**src/rtl/rom_download_ctrl.sv**
```systemverilog
// rtl/rom_download_ctrl.sv - HPS ROM download sequencer and core reset hold for the Galaxian core
// Define ROM_CHECKSUM_EN to add the running modulo-256 byte checksum output.
module rom_download_ctrl #(
  parameter logic [15:0] GFX_BASE    = 16'h4000,
  parameter logic [15:0] PROM_BASE   = 16'h5000,
  parameter int          PROM_SIZE   = 32,
  parameter int          HOLD_CYCLES = 1024
) (
  input  logic        clk_sys,
  input  logic        RESET,
  input  logic        ioctl_download,
  input  logic        ioctl_wr,
  input  logic [24:0] ioctl_addr,
  input  logic [7:0]  ioctl_dout,
  output logic [15:0] dn_addr,
  output logic [7:0]  dn_data,
  output logic        cpu_we,
  output logic        gfx_we,
  output logic        prom_we,
  output logic        core_reset,
  output logic        load_done,
  output logic        load_err,
  output logic [16:0] byte_count
`ifdef ROM_CHECKSUM_EN
  ,
  output logic [7:0]  checksum
`endif
);

  localparam int               CNT_W       = (HOLD_CYCLES > 1) ? $clog2(HOLD_CYCLES) : 1;
  localparam logic [CNT_W-1:0] HOLD_RELOAD = CNT_W'(HOLD_CYCLES - 1);
  localparam logic [31:0]      MAP_END     = 32'(PROM_BASE) + 32'(PROM_SIZE);
  localparam logic [16:0]      COUNT_MAX   = 17'h1FFFF;

  typedef enum logic [1:0] {
    ST_HOLD,
    ST_RUN,
    ST_LOAD
  } state_t;

  state_t           state;
  state_t           state_next;
  logic [CNT_W-1:0] hold_cnt;
  logic             load_entry;
  logic             hold_expire;

  logic [15:0] addr_lo;
  logic [15:0] offset;
  logic        accept;
  logic        out_of_map;
  logic        hit_cpu;
  logic        hit_gfx;
  logic        hit_prom;
  logic        in_map_wr;

  // Region decode; upper address bits beyond the 64 KiB map are always an error.
  always_comb begin
    addr_lo    = ioctl_addr[15:0];
    accept     = ioctl_download & ioctl_wr;
    out_of_map = (|ioctl_addr[24:16]) || ({16'd0, addr_lo} >= MAP_END);
    hit_cpu    = 1'b0;
    hit_gfx    = 1'b0;
    hit_prom   = 1'b0;
    offset     = addr_lo;
    if (accept && !out_of_map) begin
      if (addr_lo < GFX_BASE) begin
        hit_cpu = 1'b1;
        offset  = addr_lo;
      end else if (addr_lo < PROM_BASE) begin
        hit_gfx = 1'b1;
        offset  = addr_lo - GFX_BASE;
      end else begin
        hit_prom = 1'b1;
        offset   = addr_lo - PROM_BASE;
      end
    end
  end

  assign in_map_wr = hit_cpu | hit_gfx | hit_prom;

  always_ff @(posedge clk_sys or posedge RESET) begin
    if (RESET) begin
      state <= ST_HOLD;
    end else begin
      state <= state_next;
    end
  end

  // A rising download always wins over hold expiry.
  always_comb begin
    state_next  = state;
    load_entry  = 1'b0;
    hold_expire = 1'b0;
    case (state)
      ST_HOLD: begin
        if (ioctl_download) begin
          state_next = ST_LOAD;
          load_entry = 1'b1;
        end else if (hold_cnt == '0) begin
          state_next  = ST_RUN;
          hold_expire = 1'b1;
        end
      end
      ST_RUN: begin
        if (ioctl_download) begin
          state_next = ST_LOAD;
          load_entry = 1'b1;
        end
      end
      ST_LOAD: begin
        if (!ioctl_download) begin
          state_next = ST_HOLD;
        end
      end
      default: state_next = ST_HOLD;
    endcase
  end

  // Counter is parked at the reload value while loading so HOLD always starts full.
  always_ff @(posedge clk_sys or posedge RESET) begin
    if (RESET) begin
      hold_cnt   <= HOLD_RELOAD;
      core_reset <= 1'b1;
    end else begin
      core_reset <= (state_next != ST_RUN);
      if (state == ST_LOAD) begin
        hold_cnt <= HOLD_RELOAD;
      end else if (state == ST_HOLD && hold_cnt != '0) begin
        hold_cnt <= hold_cnt - CNT_W'(1);
      end
    end
  end

  always_ff @(posedge clk_sys or posedge RESET) begin
    if (RESET) begin
      cpu_we     <= 1'b0;
      gfx_we     <= 1'b0;
      prom_we    <= 1'b0;
      dn_addr    <= 16'd0;
      dn_data    <= 8'd0;
      load_done  <= 1'b0;
      load_err   <= 1'b0;
      byte_count <= 17'd0;
    end else begin
      cpu_we  <= hit_cpu;
      gfx_we  <= hit_gfx;
      prom_we <= hit_prom;
      if (in_map_wr) begin
        dn_addr <= offset;
        dn_data <= ioctl_dout;
      end
      // On load entry the clear applies first, then a same-cycle write is counted.
      if (load_entry) begin
        load_done  <= 1'b0;
        load_err   <= accept & out_of_map;
        byte_count <= in_map_wr ? 17'd1 : 17'd0;
      end else begin
        if (hold_expire) begin
          load_done <= (byte_count != 17'd0) && !load_err;
        end
        if (accept && out_of_map) begin
          load_err <= 1'b1;
        end
        if (in_map_wr && byte_count != COUNT_MAX) begin
          byte_count <= byte_count + 17'd1;
        end
      end
    end
  end

`ifdef ROM_CHECKSUM_EN
  always_ff @(posedge clk_sys or posedge RESET) begin
    if (RESET) begin
      checksum <= 8'd0;
    end else if (load_entry) begin
      checksum <= in_map_wr ? ioctl_dout : 8'd0;
    end else if (in_map_wr) begin
      checksum <= checksum + ioctl_dout;
    end
  end
`endif

endmodule
```
**config.mk**
```make
export PLATFORM = sky130hd
export DESIGN_NAME = rom_download_ctrl
export DESIGN_NICKNAME = d
export VERILOG_FILES = /design/src/rtl/rom_download_ctrl.sv
export SDC_FILE = /design/constraint.sdc
export NUM_CORES = 1
export LEC_CHECK = 0
export BUFFER_PORTS_ARGS = -buffer_cell sky130_fd_sc_hd__buf_4
export CAP_MARGIN = 0
export CORE_MARGIN = 2
export CORE_UTILIZATION = 35
export CTS_CLUSTER_DIAMETER = 80
export DETAILED_ROUTE_END_ITERATION = 10
export HOLD_SLACK_MARGIN = 0.02
export PLACE_DENSITY = 0.65
export RECOVER_POWER = 100
export REMOVE_ABC_BUFFERS = 1
export SYNTH_ARGS = -nofsm -noshare
export SYNTH_HDL_FRONTEND = slang
export SYNTH_SLANG_ARGS = --single-unit
```
**constraint.sdc**
```tcl
create_clock -name clk_sys -period 3.3 [get_ports clk_sys]
set_input_delay 0.495 -clock clk_sys [delete_from_list [all_inputs] [get_ports clk_sys]]
set_output_delay 0.495 -clock clk_sys [all_outputs]
set_load 0.01 [all_outputs]
```
## Yosys cells after proc, flatten, opt, wreduce, memory -nomap -nowiden

Index checks and enable logic that the tools add are counted.

| cells by class | value |
|---|---|
| muxes and demuxes | 30 |
| magnitude comparators | 3 |
| shift operators | 0 |
| bitwise logic cells | 4 |
| $add $sub $neg | 4 |
| multipliers | 0 |
| reductions and logical operators | 18 |
| equal/unequal tests | 4 |
| divide/modulo/power cells | 0 |

Operator list:

| operator | count |
|---|---|
| two-way mux 16 bit | 3 |
| two-way mux 17 bit | 2 |
| less-than comparator 16 x 15 -> 1 bit (second input constant) | 2 |
| subtractor 16 x 15 -> 16 bit (second input constant) | 2 |
| two-way mux 10 bit | 2 |
| two-way mux 1 bit | 18 |
| adder 17 x 1 -> 17 bit (second input constant) | 1 |
| inequality test 17 bit (second input constant) | 1 |
| nonzero test 17 bit | 1 |
| >= comparator 16 x 15 -> 1 bit (second input constant) | 1 |
| zero test 10 bit | 1 |
| nonzero test 10 bit | 1 |
| subtractor 10 x 1 -> 10 bit (second input constant) | 1 |
| OR reduction 9 bit | 1 |
| two-way mux 2 bit | 4 |
| nonzero test 2 bit | 4 |
| one-hot mux 2 bit (3 select lines) | 1 |
| logical AND 1 bit | 5 |
| bitwise AND 1 bit | 2 |
| equality test 2 x 1 -> 1 bit (second input constant) | 1 |
| equality test 2 bit (second input constant) | 1 |
| zero test 1 bit | 2 |
| zero test 2 bit | 1 |
| inequality test 2 x 1 -> 1 bit (second input constant) | 1 |
| other kinds (3) | 4 |

| storage, ports and cells | value |
|---|---|
| RAM bits | 0 |
| register bits after elaboration | 59 |
| input port bits | 37 |
| bits in latches | 0 |
| word-level logic and storage cells | 74 |
| output and inout bits | 47 |
| ROM bits | 0 |
| memories kept | 0 |

## Depth between registers and ports, before layout

| logic depth | value |
|---|---|
| depth in word-level cells | 10 |
| depth in mapped cells | 12 |
| mapped depth without buffers | 9 |

## Worst setup path after synthesis

No wires, ideal clock.

| timing path | value |
|---|---|
| path kind | reg2reg |
| start point | register byte_count[0] |
| end point | register byte_count[4] |
| required time | 3222 ps |
| period minus slack after synthesis | 2423 ps |
| buffers on the path | 2 |
| arrival | 2345 ps |
| library setup time | 78 ps |
| path slack | 877 ps |
| stages on the path, launching flop included | 12 |
| path through | dfrtp_1 ha_1 and2_1 clkbuf_1 nand2_1 nor3_1 ha_1 and3b_1 buf_4 nand4_2 or4_1 a21oi_1 |

| on the way | value |
|---|---|
| longest elaborated chain between the ends | 3 |
| elaborated cells between the ends (all ways) | 6 |
| those cells by class | 1 x add/sub; 1 x eq/ne; 2 x mux; 2 x reduce/logical |

Ends and longest elaborated chain:

| item | RTL line | source |
|---|---|---|
| start, declared | 23 | `output logic [16:0] byte_count` |
| start signal, assigned | 156 | `byte_count <= in_map_wr ? 17'd1 : 17'd0;` |
| start signal, assigned | 165 | `byte_count <= byte_count + 17'd1;` |
| adder 17 x 1 -> 17 bit or inequality test 17 bit (tied branches) | 165, 164 |  |
| two-way mux 17 bit or logical AND 1 bit (tied branches) | 164 | `if (in_map_wr && byte_count != COUNT_MAX) begin` |
| two-way mux 17 bit or nonzero test 2 bit (tied branches) | -- |  |

Parallel ways exist; a longest one is shown, timed or not. The select of a mux whose other input is x is not followed.
A chain may end at the register's enable or synchronous reset.

## Worst setup path in the final report

| timing path | value |
|---|---|
| start point | register byte_count[0] |
| end point | register byte_count[6] |

Same word-level chain as after synthesis.

==> qor.txt <==
routed wirelength normalized by instance count - 16.1 um
clock tree sinks - 59
Setup CP Type - reg2reg
via total after detailed routing - 2632
H-tree levels - 3
fill cell total of the finished layout - 880
number of distinct standard cells referenced by the synthesized netlist - 61
antenna-violating nets left - 0
number of cell rows - 34
Worst Setup Slack post-DPL - 0.473 ns
hold buffer count at CTS - 0
average instance area after synthesis - 11.0 sq um
data required time of the critical path - 3.56 ns
count of non-filler cells in the finished layout - 486
area share of the leading cell type in the synthesized netlist - 37.6%
average vias per placed instance - 5.42
Clk pin slew, worst setup/hold paths - 0.07 ns
synthesized instance count - 290
sort of element at the start of the critical path - register
residual overflow from global routing - 0
violated checks - capacitance limit, slew limit
later-pin clock latency in the skew report - 0.34 ns
buffer type at the clock tree root - clkbuf_8
total I/O pin count - 84
DR iter-0 viols - 86
most numerous cell in the Yosys netlist - dfrtp_1
maximum clock insertion buffer count - 2
number of hold-slack violations in the final timing report - 0
die footprint - 9910 sq um
Reg-to-Reg Start - byte_count[0]
post-synthesis sequential area ratio - 46.6%
synth top area cells - dfrtp_1 38%, dfstp_2 9.0%, mux2_1 6.7%
clock tree from TritonCTS - yes
initial antenna violation count - 0
number of warnings reported in the yosys synthesis log - 0
number of buffers inserted during clock tree synthesis - 9
RD Place Congestion - 0.848
CP Capture Type - register
routed wl met3 - 464 um
aggregate global-route resource usage - 16.4%
growth of design area from synthesis to finish - 21.6%
Worst EP arrival - 3.13 ns
FFs w/ async S/R, synth - 100%
top routing layer in use - met4
pin slew with the least headroom to its limit - 1.60 ns
wirelength, routed - 7820 um
horizontal die dimension - 99.6 um
Synth area leader - dfrtp_1
total leakage power - 1.72 nW
setup repair after global routing missed its margin - false
worst-case clock skew - 0.00995 ns
wire length on met2 - 3750 um
Fmax - 0.348 GHz
layout cell share with drive strength beyond 1 - 21.7%
Post-Syn Area - 3200 sq um
most numerous cell types in the synthesized netlist - 48 x dfrtp_1, 19 x mux2_1, 18 x inv_1
highest net fanout along the worst path - 19
Final WS setup - 0.430 ns
fin. max-slew vios - 29
portion of the clock cycle consumed by the worst path in the final layout - 87.0%
count of cells resized by post-cts repair - 0
number of DRC violations after detailed routing - 0
status - finished with violations
power density of the placed cells - 400 nW/um^2
IR Drop Worst-Case VDD - 0.148 mV
placeable core region - 8810 sq um
wire length of the first global-routing pass - 13100 um
EDFF count, synth - 0
number of setup violations in the final report - 0
Initial Utilization - 36.3%
sum of negative setup slack - 0 ns
R2R cell count - 9
final worst path period need - 2.87 ns
Initial DRT Pass Iterations - 6
Net count, final - 418
# Post-CTS Setup Buffers - 0
input/output buffers - 83
max-cap violations - 1
Inst Count DP - 470
class of the tightest hold or removal check - in2async
Die Y - 99.6 um
Total Power Consumption - 1.55 mW
CP startpoint - byte_count[0]
maximum number of pins on one net before global-route repair - 36
Setup crit end - byte_count[6]
dominant synthesized flop cell - dfrtp_1
Detail Placement HPWL - 5550 um
vias in the first global route - 2679
ANT cells - 0
headroom to the max-slew limit - -6.83%
R2R Setup Slk - 0.43 ns
detailed-routing wirelength on met1 - 3530 um
Synth Register Bits - 59
worst reg2reg path endpoint - byte_count[6]
stage by stage:
stage | area, sq um | hold WS [ns] | utilization [%]
final | 3890 | 0.119 | 44.1
after floorplan | 3100 | 0.462 | -
after detailed placement | 3900 | 0.420 | 44.3
after global placement | 3900 | 0.413 | 44.3
after global routing | 3890 | 0.125 | 44.1
after CTS | 4100 | 0.0549 | 46.5
cell type report:
| type | count | area, sq um | share of cell area (%) |
|---|---|---|---|
| multi-input cells | 197 | 1520 | 39.1 |
| flip-flops and latches | 59 | 1490 | 38.3 |
| repair buffers | 88 | 474 | 12.2 |
| well taps | 108 | 135 | 3.48 |
| clock buffers | 9 | 124 | 3.19 |
| clock inverters | 7 | 76.3 | 1.96 |
| inverters | 18 | 67.6 | 1.74 |
routing by layer:
layer	vias to the layer above	global-route usage (%)
li1	1271	-
met1	1272	21.6
met2	79	26.3
met3	10	3.58
met4	0	6.64
met5	-	0
layout by cell type (no fill, tap or decap), types with 7 or more instances in the layout:
cell type and instances:
dfrtp_1 48, clkbuf_1 49, nor4_1 9, a21oi_1 11, mux2i_1 7, nor2_1 7
inv_1 18, o31ai_1 10, buf_4 37, ha_1 8, clkbuf_8 9, o21ai_0 10
nand3_1 7, nand4_1 8, dfstp_2 9, nand2_1 14, mux2_1 19, or4_1 7
sequential cells by signal, summed over array words and instances (netlist names):
register,cells
byte_count,17
dn_addr,16
hold_cnt,10
dn_data,8
state,2
core_reset,1
cpu_we,1
gfx_we,1
load_done,1
load_err,1
prom_we,1
power by group:
group | internal, mW | switching (mW) | total [mW]
sequential | 0.734 | 0.0118 | 0.746
combinational | 0.0606 | 0.0703 | 0.131
clock | 0.352 | 0.324 | 0.676
worst max-delay path: stages, from the launching register on:
cell	delay [ns]
dfrtp_1	0.44
ha_1	0.23
and2_1	0.22
nand2_1	0.09
nor3_1	0.05
ha_1	0.19
and3b_1	0.39
nand4_2	0.42
or4_1	0.60
a21oi_1	0.16
cell families after synthesis:
kind of cell / synth area share (%)
compound gates: 14.4
fa+ha+maj: 3.13
mux: 10.3
buf+inv: 5.05
xor+xnor: 0.548
simple gates: 19.9
flops: 46.6
worst min path at each step:
stage / depth (start not counted) / from / slack (ns) / to
after floorplan: 2 / hold_cnt[4] / 0.46 / hold_cnt[4]
after global placement: 2 / RESET / 0.41 / load_done
after detailed placement: 2 / RESET / 0.42 / load_done
after CTS: 2 / RESET / 0.05 / load_done
after global routing: 2 / RESET / 0.12 / load_done
final: 2 / RESET / 0.12 / load_done
Power figures use the tool's default switching activity.
